$ cat src/rtl/lfsr_arb_pkg.sv
// Shared types, constants and the LFSR step function for lfsr_arbiter.
package lfsr_arb_pkg;

    localparam int unsigned LFSR_W = 32;

    localparam logic [LFSR_W-1:0] POLY_DEFAULT = 32'h8020_0003;
    localparam logic [LFSR_W-1:0] SEED_DEFAULT = 32'h974C_A351;

    typedef enum logic [1:0] {
        IDLE = 2'd0,
        GNT  = 2'd1,
        SEED = 2'd2,
        WARM = 2'd3
    } arb_state_e;

    // One Galois step: shift right, fold the tap mask in when the lsb falls out set.
    function automatic logic [LFSR_W-1:0] lfsr_step(input logic [LFSR_W-1:0] s,
                                                    input logic [LFSR_W-1:0] poly);
        return s[0] ? ((s >> 1) ^ poly) : (s >> 1);
    endfunction

endpackage

$ cat src/rtl/lfsr_rr_pick.sv
// Combinational round-robin picker: first set request at or above ptr, wrapping.
module lfsr_rr_pick #(
    parameter int unsigned N_REQ = 4,
    parameter int unsigned PTR_W = $clog2(N_REQ)
) (
    input  logic [N_REQ-1:0] req_eff,
    input  logic [PTR_W-1:0] ptr,
    output logic [N_REQ-1:0] win_oh_c,
    output logic [PTR_W-1:0] win_idx_c
);

    always_comb begin
        int unsigned idx;
        logic        found;
        win_oh_c  = '0;
        win_idx_c = '0;
        found     = 1'b0;
        idx       = 0;
        for (int unsigned i = 0; i < N_REQ; i++) begin
            idx = 32'(ptr) + i;
            if (idx >= N_REQ) begin
                idx = idx - N_REQ;
            end
            if (!found && req_eff[PTR_W'(idx)]) begin
                found                     = 1'b1;
                win_oh_c[PTR_W'(idx)]     = 1'b1;
                win_idx_c                 = PTR_W'(idx);
            end
        end
    end

endmodule

$ cat src/rtl/lfsr_arbiter.sv
// Round-robin arbiter sharing one 32-bit Galois LFSR, with seed load and warm-up sequencing.
// Optional per-requester grant counters are built when LFSR_ARB_STATS_EN is defined.
module lfsr_arbiter #(
    parameter int unsigned N_REQ        = 4,
    parameter int unsigned WARMUP       = 16,
    parameter logic [31:0] SEED_DEFAULT = lfsr_arb_pkg::SEED_DEFAULT,
    parameter logic [31:0] POLY         = lfsr_arb_pkg::POLY_DEFAULT
) (
    input  logic                     clk,
    input  logic                     rst,
    input  logic                     en,
    input  logic                     seed_we,
    input  logic [31:0]              seed_in,
    input  logic [N_REQ-1:0]         req,
    output logic [N_REQ-1:0]         gnt,
    output logic [31:0]              rnd,
    output logic [7:0]               rnd_lb,
    output logic                     busy
`ifdef LFSR_ARB_STATS_EN
    ,
    input  logic [$clog2(N_REQ)-1:0] stat_sel,
    input  logic                     stat_clr,
    output logic [15:0]              stat_cnt
`endif
);
    import lfsr_arb_pkg::*;

    localparam int unsigned PTR_W  = $clog2(N_REQ);
    localparam int unsigned CNT_W  = 8;
    localparam int unsigned STAT_W = 16;

    arb_state_e          state, state_d;
    logic [31:0]         lfsr;
    logic [PTR_W-1:0]    ptr, ptr_nxt, win_idx;
    logic [CNT_W-1:0]    warm_cnt;
    logic [N_REQ-1:0]    req_eff, win_oh, gnt_d;
    logic                arb_go, grant_go, warm_step, busy_d;

    // Requester granted last cycle sits out one cycle.
    assign req_eff = req & ~gnt;
    assign arb_go  = en && (|req_eff);
    assign ptr_nxt = (win_idx == PTR_W'(N_REQ - 1)) ? '0 : win_idx + PTR_W'(1);
    assign rnd_lb  = rnd[7:0];

    lfsr_rr_pick #(
        .N_REQ (N_REQ),
        .PTR_W (PTR_W)
    ) u_pick (
        .req_eff   (req_eff),
        .ptr       (ptr),
        .win_oh_c  (win_oh),
        .win_idx_c (win_idx)
    );

    always_ff @(posedge clk or negedge rst) begin
        if (!rst) begin
            state <= WARM;
        end else begin
            state <= state_d;
        end
    end

    // Seed strobe pre-empts every state, including an active warm-up.
    always_comb begin
        state_d = state;
        if (seed_we) begin
            state_d = SEED;
        end else begin
            case (state)
                IDLE, GNT: state_d = arb_go ? GNT : IDLE;
                SEED:      state_d = WARM;
                WARM:      if (warm_cnt == CNT_W'(1)) state_d = IDLE;
                default:   state_d = IDLE;
            endcase
        end
    end

    always_comb begin
        gnt_d     = '0;
        busy_d    = 1'b0;
        warm_step = 1'b0;
        grant_go  = 1'b0;
        warm_step = (state == WARM) && !seed_we;
        grant_go  = (state_d == GNT);
        if (grant_go) begin
            gnt_d = win_oh;
        end
        busy_d = (state_d == SEED) || (state_d == WARM);
    end

    // The LFSR only moves during warm-up or on a grant; rnd keeps the pre-step word.
    always_ff @(posedge clk or negedge rst) begin
        if (!rst) begin
            lfsr     <= SEED_DEFAULT;
            gnt      <= '0;
            rnd      <= '0;
            ptr      <= '0;
            warm_cnt <= CNT_W'(WARMUP);
            busy     <= 1'b1;
        end else begin
            gnt  <= gnt_d;
            busy <= busy_d;
            if (seed_we) begin
                lfsr     <= (seed_in == 32'h0) ? SEED_DEFAULT : seed_in;
                warm_cnt <= CNT_W'(WARMUP);
            end else if (warm_step) begin
                lfsr     <= lfsr_step(lfsr, POLY);
                warm_cnt <= warm_cnt - CNT_W'(1);
            end else if (grant_go) begin
                rnd  <= lfsr;
                lfsr <= lfsr_step(lfsr, POLY);
                ptr  <= ptr_nxt;
            end
        end
    end

`ifdef LFSR_ARB_STATS_EN
    logic [STAT_W-1:0] stat_q [N_REQ];

    // Saturating grant counters; a clear beats a same-cycle increment.
    always_ff @(posedge clk or negedge rst) begin
        if (!rst) begin
            for (int unsigned i = 0; i < N_REQ; i++) stat_q[i] <= '0;
        end else begin
            for (int unsigned i = 0; i < N_REQ; i++) begin
                if (stat_clr) begin
                    stat_q[i] <= '0;
                end else if (gnt_d[i] && (stat_q[i] != {STAT_W{1'b1}})) begin
                    stat_q[i] <= stat_q[i] + STAT_W'(1);
                end
            end
        end
    end

    assign stat_cnt = stat_q[stat_sel];
`endif

endmodule

$ cat config.mk
export PLATFORM = sky130hd
export DESIGN_NAME = lfsr_arbiter
export DESIGN_NICKNAME = d
export VERILOG_FILES = /design/src/rtl/lfsr_arb_pkg.sv /design/src/rtl/lfsr_rr_pick.sv /design/src/rtl/lfsr_arbiter.sv
export SDC_FILE = /design/constraint.sdc
export NUM_CORES = 1
export LEC_CHECK = 0
export BUFFER_PORTS_ARGS = -buffer_cell sky130_fd_sc_hd__buf_2
export CAP_MARGIN = 20
export CORE_ASPECT_RATIO = 0.5
export CORE_MARGIN = 8
export CORE_UTILIZATION = 50
export CTS_CLUSTER_DIAMETER = 100
export DETAILED_ROUTE_END_ITERATION = 12
export HOLD_SLACK_MARGIN = 0.1
export PLACE_DENSITY_LB_ADDON = 0.08
export SKIP_CTS_REPAIR_TIMING = 1
export SYNTH_ARGS = -nofsm -noshare
export SYNTH_HDL_FRONTEND = slang
export SYNTH_SLANG_ARGS = --single-unit
$ cat constraint.sdc
create_clock -name clk -period 2.8 [get_ports clk]
set_input_delay 0.28 -clock clk [delete_from_list [all_inputs] [get_ports clk]]
set_output_delay 0.28 -clock clk [all_outputs]
set_load 0.01 [all_outputs]
==> results of run 1 <==
==> logic make-up (layout without fill, tap and decap cells) <==
family | count (synthesis) | in the layout
XOR/XNOR | 9 | 9
buffers and inverters | 37 | 120
AO/OA/AOI/OAI | 98 | 98
multiplexers | 39 | 39
AND/OR/NAND/NOR | 130 | 130
flip-flops | 81 | 81
adder cells (fa/ha/maj) | 9 | 9
==> flip-flops by register name (all words and copies together), names as in the netlist <==
name / count
state: 2
warm_cnt: 8
rnd: 32
gnt: 4
busy: 1
ptr: 2
lfsr: 32
==> routing by layer <==
layer  vias to the layer above  part of all wire (%)
li1                       1554                     -
met1                      1600                    45
met2                        88                    48
met3                        11                   5.9
met4                         0                   1.1
met5                         -                     0
==> final cells by class <==
cell class	instances	area, µm²	share of cell area [%]
clock buffers	13	240	4.94
inverters	9	33.8	0.695
repair buffers	95	541	11.1
multi-input cells	285	1840	37.8
well taps	112	140	2.88
clock inverters	3	17.5	0.360
flip-flops and latches	81	2050	42.2
==> worst min-delay path: cells and delay by family <==
| kind | cells | cell delay, ns |
|---|---|---|
| buffers and inverters | 1 | 0.09 |
| AOI/OAI and AO/OA | 1 | 0.06 |
| and+or+nand+nor | 1 | 0.04 |
==> stage by stage <==
| step | std cells | worst slack [ns] | power [mW] |
|---|---|---|---|
| 2_1_floorplan | 403 | 0.254 | 2.02 |
| 3_3_place_gp | 580 | 0.331 | 2.25 |
| 3_5_place_dp | 580 | 0.0230 | 2.29 |
| 4_1_cts | 596 | 0.000535 | 3.35 |
| 5_1_grt | 598 | 0.0472 | 3.52 |
| 6_report | 598 | 0.193 | 3.32 |
==> power by group through the flow <==
stage | clock network (mW) | registers, mW | logic (mW)
global route | 1.12 | 1.48 | 0.912
detailed placement | 0 | 1.48 | 0.818
finish | 1.03 | 1.46 | 0.834
global placement | 0 | 1.47 | 0.788
floorplan | 0 | 1.49 | 0.538
CTS | 1.07 | 1.46 | 0.823
==> synthesized netlist by cell type, types with 2 or more instances <==
cell       n  area share (%)
a21oi_1   40             4.9
o31ai_1    2            0.37
nor2b_1    3            0.46
dfstp_2   19              12
ha_1       9             2.8
or2_2      2            0.31
xnor2_1    5             1.1
buf_4      9             1.7
a22oi_1    4            0.74
nand3_1    3            0.37
mux2i_1    4            0.98
nor4_1    10             1.5
nand2_1   40             3.7
nand4_1    2            0.31
clkbuf_1   6            0.55
buf_2     10             1.2
xor2_1     4            0.86
a31oi_1    2            0.31
buf_6      2            0.55
or3_1      2            0.31
dfrtp_1   62              38
o21ai_0   33             4.1
mux4_2     2             1.1
nor3_1     6            0.74
a211oi_1   5            0.92
mux2_2    33             9.1
nand2b_1   5            0.77
o21a_1     4            0.74
inv_1      9            0.83
nor2_1    49             4.5
==> worst max path at each step <==
| stage | to | slack (ns) | startpoint |
|---|---|---|---|
| after floorplan | ptr[1]$_DFFE_PN0P_ | 0.25 | ptr[0]$_DFFE_PN0P_ |
| final | ptr[1]$_DFFE_PN0P_ | 0.19 | ptr[1]$_DFFE_PN0P_ |
| after global placement | ptr[1]$_DFFE_PN0P_ | 0.33 | ptr[1]$_DFFE_PN0P_ |
| after CTS | ptr[1]$_DFFE_PN0P_ | 0.0005 | ptr[1]$_DFFE_PN0P_ |
| after detailed placement | ptr[1]$_DFFE_PN0P_ | 0.02 | ptr[1]$_DFFE_PN0P_ |
| after global routing | ptr[1]$_DFFE_PN0P_ | 0.05 | ptr[1]$_DFFE_PN0P_ |
==> out/summary.txt, run 1 <==
status = completed
unrepaired setup endpoints after global routing = false
DP Wirelength = 7470 µm
diode count = 0
WL final = 10400 µm
Synth Area in XOR/XNOR = 1.93%
minimum clock period = 2.61 ns
final setup fails = 0
Main synth FF type = dfrtp_1
EDFF count, synth = 0
cell area after layout = 0.00486 mm²
Layout area overhead = 19.2%
worst reg2reg path endpoint = ptr[1]$_DFFE_PN0P_
I/O pin cnt = 85
Syn Nets = 452
clock tree buffer depth = 2
Synth Area in Compound Gates = 14.1%
Area after DPL = 0.00456 mm²
WS Path Type = flip-flop to flip-flop
Hold Path Sink = lfsr[29]$_DFFE_PN0P_
P_leak = 2.31 nW
Initial DRC Count = 253
layout cell share with drive strength beyond 1 = 34.8%
post-synthesis adder-cell area fraction = 2.76%
Die W = 144 µm
drt drc = 0
vias = 3253
Global Route met3 Usage = 6.15%
first-pass GRT wire length = 17000 µm
largest family of logic cells by synthesized area = simple AND/OR/NAND/NOR gates
type of element capturing the critical path = flip-flop
CTS root buf = clkbuf_16
DRT Pass-1 Iters = 4
CP max stage delay = 0.49 ns
GR Overflow Total = 0
highest net fanout along the worst path = 10
Levels on crit path = 8
Site Rows = 23
core area = 0.00797 mm²
largest net degree at the start of global routing = 82
Tcrit/Tclk final = 93.1%
sequential fraction of the synthesis area = 50.3%
Buf/Inv on CP = 1
most common cell after layout, fill and taps aside = buf_2
R2R cell count = 8
Hold Path Depth = 3
Warnings, synthesis = 0
GP Congestion = 0.861
WL per Instance = 17.3 µm
Final Max Tran Viols = 0
vias per inst = 5.44
R2R Setup Slk = 0.19 ns
GR peak layer = met2
count of different cell masters after synthesis = 47
Internal = 2.30 mW
Sw Pwr = 1.02 mW
CTS Buf Count = 9
hold path startpoint = seed_in[29]
initial antenna violation count = 0
pwr dens = 684 mW/mm²
Synth async-reset ratio = 100%
final clock skew = 0.00611 ns
remaining antenna violation count = 0
Util after Layout = 61.0%
Worst-Skew Late Latency = 0.33 ns
commonest cells after routing, fill and taps aside = 83 x buf_2, 62 x dfrtp_1, 48 x nor2_1
Clk pwr share = 31.1%
I/O Buffers = 84
Die Span Y = 79.9 µm
initial core utilization = 51.2%
Fillers = 680
Net count, final = 530
crit path DAT = 2.81 ns
vias in the first global route = 3332
slew margin rel. = 60.7%
M1 GR Usage = 23.9%
combinational power share = 25.1%
clock slew at reported path FFs = 0.06 ns
Die ar. = 0.0115 mm²
post-synthesis mux area share = 11.2%
TritonCTS Sinks = 81
Mapped Area = 0.00408 mm²
WP data required = 3.00 ns
Fmax achieved = 0.384 GHz
CTS tree = yes
hold_ws = 0.179 ns
Least-Margin Pin Slew = 0.589 ns
R2R Path Start = ptr[1]$_DFFE_PN0P_
#FFs+latches synth = 81
Max-Cap Viols = 0
Sequential Power Share = 43.8%
Max IR drop VDD = 293 µV
Syn Inst Count = 403
Synth Area in Simple Gates = 14.8%
critical path's slowest cell = ha_2
Fin. Hold Viols = 0
Min-Delay Path Class = primary input to flip-flop
Syn Area/Cell = 10.1 µm²
setup TNS = 0 ns
startpoint types = flip-flop
Total GRT Usage = 18.8%
crit path cell chain = inv_1, ha_2, nand2b_1, o22ai_1, or2_2, o311ai_1, xor2_1, a21oi_1
CTS HTree Levels = 3
switch share = 30.7%
met2 Use GR = 30.4%
CP top delay family = compound AO/OA/AOI/OAI gates
Note: power is estimated with default switching activity, not from simulation.
==> run 2: changes to the inputs <==
--- a/config.mk
+++ b/config.mk
@@ -9,7 +9,7 @@
 export CAP_MARGIN = 20
 export CORE_ASPECT_RATIO = 0.5
 export CORE_MARGIN = 8
-export CORE_UTILIZATION = 50
+export CORE_UTILIZATION = 55
 export CTS_CLUSTER_DIAMETER = 100
 export DETAILED_ROUTE_END_ITERATION = 12
 export HOLD_SLACK_MARGIN = 0.1
==> run 2 against run 1 <==
Effect of this change:
- maximum frequency grew 6.8%
- total power grew 0.79%
- cell area is 0.21% higher
- largest power group unchanged
==> out/summary.txt, run 2 (same netlist as run 1, synthesis figures left out) <==
status = completed (unchanged)
critical path's slowest cell = ha_1 (was ha_2)
hold_ws = 0.184 ns (was 0.179 ns)
Final Max Tran Viols = 0 (unchanged)
WL per Instance = 17.5 µm (was 17.3 µm)
TritonCTS Sinks = 81 (unchanged)
CP max stage delay = 0.48 ns (was 0.49 ns)
CTS tree = yes (unchanged)
pwr dens = 688 mW/mm² (was 684 mW/mm²)
Fillers = 605 (was 680)
CTS root buf = clkbuf_16 (unchanged)
Fin. Hold Viols = 0 (unchanged)
Layout area overhead = 19.4% (was 19.2%)
R2R Path Start = ptr[1]$_DFFE_PN0P_ (unchanged)
Largest regs = lfsr x32, rnd x32, warm_cnt x8 (unchanged)
first-pass GRT wire length = 16900 µm (was 17000 µm)
CTS HTree Levels = 3 (unchanged)
Fmax achieved = 0.410 GHz (was 0.384 GHz)
startpoint types = flip-flop (unchanged)
crit path DAT = 2.64 ns (was 2.81 ns)
vias per inst = 5.65 (was 5.44)
Min-Delay Path Class = primary input to flip-flop (unchanged)
core area = 0.00727 mm² (was 0.00797 mm²)
Max IR drop VDD = 446 µV (was 293 µV)
slew margin rel. = 60.7% (about the same)
Area after DPL = 0.00456 mm² (about the same)
crit path cell chain = inv_1, ha_1, nand2b_1, o22ai_1, or2_2, o311ai_1, xor2_1, a21oi_1 (was inv_1, ha_2, nand2b_1, o22ai_1, or2_2, o311ai_1, xor2_1, a21oi_1)
Tcrit/Tclk final = 87.2% (was 93.1%)
largest net degree at the start of global routing = 82 (unchanged)
GR Overflow Total = 0 (unchanged)
drt drc = 0 (unchanged)
cell area after layout = 0.00487 mm² (was 0.00486 mm²)
Max-Cap Viols = 0 (unchanged)
clock slew at reported path FFs = 0.05 ns (was 0.06 ns)
vias in the first global route = 3325 (was 3332)
Die Span Y = 76.9 µm (was 79.9 µm)
Initial DRC Count = 200 (was 253)
CP Launch Point = ptr[1]$_DFFE_PN0P_ (unchanged)
P_leak = 2.33 nW (was 2.31 nW)
WL final = 10200 µm (was 10400 µm)
DP Wirelength = 7400 µm (was 7470 µm)
PnR Total Power = 3.35 mW (was 3.32 mW)
final setup fails = 0 (unchanged)
vias = 3303 (was 3253)
I/O Buffers = 84 (unchanged)
Net count, final = 533 (was 530)
highest net fanout along the worst path = 10 (unchanged)
minimum clock period = 2.44 ns (was 2.61 ns)
unrepaired setup endpoints after global routing = false (unchanged)
hold path startpoint = seed_in[29] (unchanged)
Worst-Skew Late Latency = 0.33 ns (about the same)
DRT Pass-1 Iters = 4 (unchanged)
multi-input logic area = 0.00183 mm² (was 0.00184 mm²)
I/O pin cnt = 85 (unchanged)
CTS Buf Count = 9 (unchanged)
most common cell after layout, fill and taps aside = buf_2 (unchanged)
Site Rows = 22 (was 23)
diode count = 0 (unchanged)
Die W = 138 µm (was 144 µm)
Least-Margin Pin Slew = 0.584 ns (was 0.589 ns)
setup TNS = 0 ns (unchanged)
Util after Layout = 67.0% (was 61.0%)
layout cell share with drive strength beyond 1 = 35.2% (was 34.8%)
clock tree buffer depth = 2 (unchanged)
WP data required = 3.00 ns (about the same)
type of element capturing the critical path = flip-flop (unchanged)
Buf/Inv on CP = 1 (unchanged)
WS Path Type = flip-flop to flip-flop (unchanged)
commonest cells after routing, fill and taps aside = 83 x buf_2, 62 x dfrtp_1, 48 x nor2_1 (unchanged)
remaining antenna violation count = 0 (unchanged)
final clock skew = 0.00666 ns (was 0.00611 ns)
CP top delay family = compound AO/OA/AOI/OAI gates (unchanged)
storage element area = 0.00205 mm² (unchanged)
Total GRT Usage = 20.0% (was 18.8%)
initial core utilization = 56.1% (was 51.2%)
initial antenna violation count = 0 (unchanged)
GP Congestion = 0.864 (was 0.861)
Die ar. = 0.0106 mm² (was 0.0115 mm²)
-- run 2: cell count changes in the layout (fill, tap and decap cells not counted), sizes merged --
cell	before	now
buf	94	97
-- run 2: layout make-up --
type,count,share of cell area (%)
Clock inverter,3,0.360
Timing Repair Buffer,98,11.6
Sequential cell,81,42.1
Clock buffer,13,5.14
Multi-Input combinational cell,285,37.7
Inverter,9,0.694
Tap cell,96,2.47
-- run 2: final timing paths --
path                                        end  slack (ns)  cells past startpoint
setup / recovery             ptr[1]$_DFFE_PN0P_        0.36                      8
hold / removal             lfsr[29]$_DFFE_PN0P_        0.18                      3
setup reg to reg             ptr[1]$_DFFE_PN0P_        0.36                      8
hold reg to reg            lfsr[31]$_DFFE_PN1P_        0.49                      2
max in group asynchronous    state[0]$_DFF_PN1_        1.87                      3
min in group asynchronous   rnd[19]$_DFFE_PN0P_        0.32                      2
-- run 2: worst register-to-register path, cell delays in order, from the launching register on --
cell	delay, ns
dfrtp_1	0.47
inv_1	0.10
ha_1	0.48
nand2b_1	0.15
o22ai_1	0.12
or2_2	0.37
o311ai_1	0.35
xor2_1	0.18
a21oi_1	0.08
-- run 2: metrics by stage --
step / cells / worst slack (ns)
global route: 585 / 0.115
CTS: 583 / 0.255
detailed placement: 567 / 0.279
floorplan: 403 / 0.254
global placement: 567 / 0.391
finish: 585 / 0.360
-- run 2: where the power goes --
| group | total [mW] | leakage, nW | switching [mW] | internal [mW] |
|---|---|---|---|---|
| clock | 1.06 | 0.130 | 0.440 | 0.622 |
| combinational | 0.831 | 1.19 | 0.464 | 0.367 |
| sequential | 1.46 | 1.02 | 0.115 | 1.34 |
| total | 3.35 | 2.33 | 1.02 | 2.33 |
-- run 2: routing by layer --
metal / routed length, µm / vias up / GRT usage (%)
met4: 172 / 0 / 7.77
met2: 4790 / 112 / 30.2
li1: - / 1572 / -
met3: 662 / 19 / 6.31
met5: 0 / - / 0
met1: 4600 / 1600 / 26.1
==> run 3: changes to the inputs <==
--- a/config.mk
+++ b/config.mk
@@ -14,6 +14,7 @@
 export DETAILED_ROUTE_END_ITERATION = 12
 export HOLD_SLACK_MARGIN = 0.1
 export PLACE_DENSITY_LB_ADDON = 0.08
+export RECOVER_POWER = 25
 export SKIP_CTS_REPAIR_TIMING = 1
 export SYNTH_ARGS = -nofsm -noshare
 export SYNTH_HDL_FRONTEND = slang
==> run 3 against run 2 <==
Effect of this change:
- critical endpoint unchanged
- total power hardly changed
- register-to-register slack hardly changed
- combinational power hardly changed
- global-route usage stayed put
- die area stayed put
- maximum frequency is 0.17% lower
- clock skew stayed put
- largest power group unchanged
- sequential share of layout area hardly changed
- non-clock buffer count stayed put
- hold slack stayed put
- setup slack worse by 0.0042 ns
- utilization is 0.052 points lower
- largest cell class unchanged
==> out/summary.txt, run 3 (same netlist as run 1, synthesis figures left out) <==
vias = 3308 (was 3303)
minimum clock period = 2.44 ns (about the same)
first-pass GRT wire length = 16900 µm (unchanged)
CTS root buf = clkbuf_16 (unchanged)
Die W = 138 µm (unchanged)
Net count, final = 533 (unchanged)
Fillers = 606 (was 605)
WP data required = 3.00 ns (about the same)
PnR Total Power = 3.35 mW (about the same)
Fin. Hold Viols = 0 (unchanged)
DP Wirelength = 7400 µm (unchanged)
cell area after layout = 0.00487 mm² (about the same)
Least-Margin Pin Slew = 0.584 ns (unchanged)
multi-input logic area = 0.00183 mm² (unchanged)
R2R cell count = 8 (unchanged)
highest net fanout along the worst path = 10 (unchanged)
Layout area overhead = 19.3% (was 19.4%)
remaining antenna violation count = 0 (unchanged)
clock tree buffer depth = 2 (unchanged)
drt drc = 0 (unchanged)
R2R Setup Slk = 0.36 ns (about the same)
hold_ws = 0.184 ns (unchanged)
Max IR drop VDD = 446 µV (about the same)
final clock skew = 0.00666 ns (unchanged)
Sw Pwr = 1.02 mW (about the same)
GR Overflow Total = 0 (unchanged)
Die ar. = 0.0106 mm² (unchanged)
Worst-Skew Late Latency = 0.33 ns (about the same)
P_leak = 2.33 nW (about the same)
placed cells = 567 (unchanged)
switch share = 30.4% (about the same)
unrepaired setup endpoints after global routing = false (unchanged)
Final Worst Setup Slack = 0.355 ns (was 0.360 ns)
core area = 0.00727 mm² (unchanged)
Total GRT Usage = 20.0% (unchanged)
R2R Path Start = ptr[1]$_DFFE_PN0P_ (unchanged)
final setup fails = 0 (unchanged)
Tcrit/Tclk final = 87.3% (was 87.2%)
I/O Buffers = 84 (unchanged)
pre-CTS setup slack = 0.279 ns (unchanged)
Largest regs = lfsr x32, rnd x32, warm_cnt x8 (unchanged)
CTS Buf Count = 9 (unchanged)
CP Launch Point = ptr[1]$_DFFE_PN0P_ (unchanged)
Final Max Tran Viols = 0 (unchanged)
commonest cells after routing, fill and taps aside = 83 x buf_2, 62 x dfrtp_1, 48 x nor2_1 (unchanged)
combinational power share = 24.8% (about the same)
Util after Layout = 67.0% (about the same)
setup TNS = 0 ns (unchanged)
I/O pin cnt = 85 (unchanged)
CTS HTree Levels = 3 (unchanged)
pwr dens = 689 mW/mm² (was 688 mW/mm²)
startpoint types = flip-flop (unchanged)
TritonCTS Sinks = 81 (unchanged)
Internal = 2.33 mW (about the same)
most common cell after layout, fill and taps aside = buf_2 (unchanged)
layout cell share with drive strength beyond 1 = 35.0% (was 35.2%)
worst reg2reg path endpoint = ptr[1]$_DFFE_PN0P_ (unchanged)
clock slew at reported path FFs = 0.05 ns (about the same)
initial antenna violation count = 0 (unchanged)
Sequential Power Share = 43.5% (about the same)
Area after DPL = 0.00456 mm² (unchanged)
Initial DRC Count = 200 (unchanged)
WL per Instance = 17.5 µm (about the same)
GP Congestion = 0.864 (unchanged)
storage element area = 0.00205 mm² (unchanged)
Worst Setup EP = ptr[1]$_DFFE_PN0P_ (unchanged)
WL final = 10200 µm (about the same)
crit path DAT = 2.65 ns (was 2.64 ns)
Max-Cap Viols = 0 (unchanged)
type of element capturing the critical path = flip-flop (unchanged)
Clk pwr share = 31.7% (about the same)
Site Rows = 22 (unchanged)
status = completed (unchanged)
CTS tree = yes (unchanged)
slew margin rel. = 60.7% (unchanged)
Cell Count, Final, Fillers Out = 585 (unchanged)
vias in the first global route = 3325 (unchanged)
largest net degree at the start of global routing = 82 (unchanged)
vias per inst = 5.65 (about the same)
WS Path Type = flip-flop to flip-flop (unchanged)
Min-Delay Path Class = primary input to flip-flop (unchanged)
Die Span Y = 76.9 µm (unchanged)
DRT Pass-1 Iters = 4 (unchanged)
Fmax achieved = 0.409 GHz (was 0.410 GHz)
initial core utilization = 56.1% (unchanged)
diode count = 0 (unchanged)
## run 3: cell count changes in the layout (fill, tap and decap cells not counted)
cell	previous run	this run
buf_4	12	11
clkbuf_1	3	4
## run 3: power by group through the flow
stage	Combinational (mW)	Sequential, mW	Clock, mW
floorplan	0.538	1.49	0
global placement	0.812	1.47	0
detailed placement	0.821	1.48	0
CTS	0.828	1.46	1.09
global route	0.919	1.48	1.15
finish	0.830	1.46	1.06
## run 3: per-layer routing
metal / share of wire, % / GRT usage [%] / up-vias
met3: 6.6 / 6.31 / 19
met2: 47 / 30.2 / 114
met5: 0 / 0 / -
met4: 1.7 / 7.77 / 0
li1: - / - / 1573
met1: 45 / 26.1 / 1602
## run 3: worst min-delay path by stage
stage / slack [ns] / cells after the start / start / end
floorplan: -0.02 / 0 / rst / gnt[0]$_DFF_PN0_
global placement: 0.48 / 2 / lfsr[25]$_DFFE_PN1P_ / lfsr[25]$_DFFE_PN1P_
detailed placement: 0.48 / 2 / lfsr[8]$_DFFE_PN1P_ / lfsr[8]$_DFFE_PN1P_
CTS: 0.15 / 1 / rst / rnd[19]$_DFFE_PN0P_
global route: 0.18 / 3 / seed_in[29] / lfsr[29]$_DFFE_PN0P_
finish: 0.18 / 3 / seed_in[29] / lfsr[29]$_DFFE_PN0P_
## run 3: cell type report
cell class                      instances  area share [%]
Clock buffer                           13            5.14
Clock inverter                          3           0.360
Multi-Input combinational cell        285            37.7
Timing Repair Buffer                   98            11.5
Inverter                                9           0.694
Sequential cell                        81            42.1
Tap cell                               96            2.47
## run 3: critical path, stage by stage, from the launching register on
cell	delay, ns
dfrtp_1	0.48
inv_1	0.10
ha_1	0.48
nand2b_1	0.15
o22ai_1	0.12
or2_2	0.37
o311ai_1	0.35
xor2_1	0.18
a21oi_1	0.08
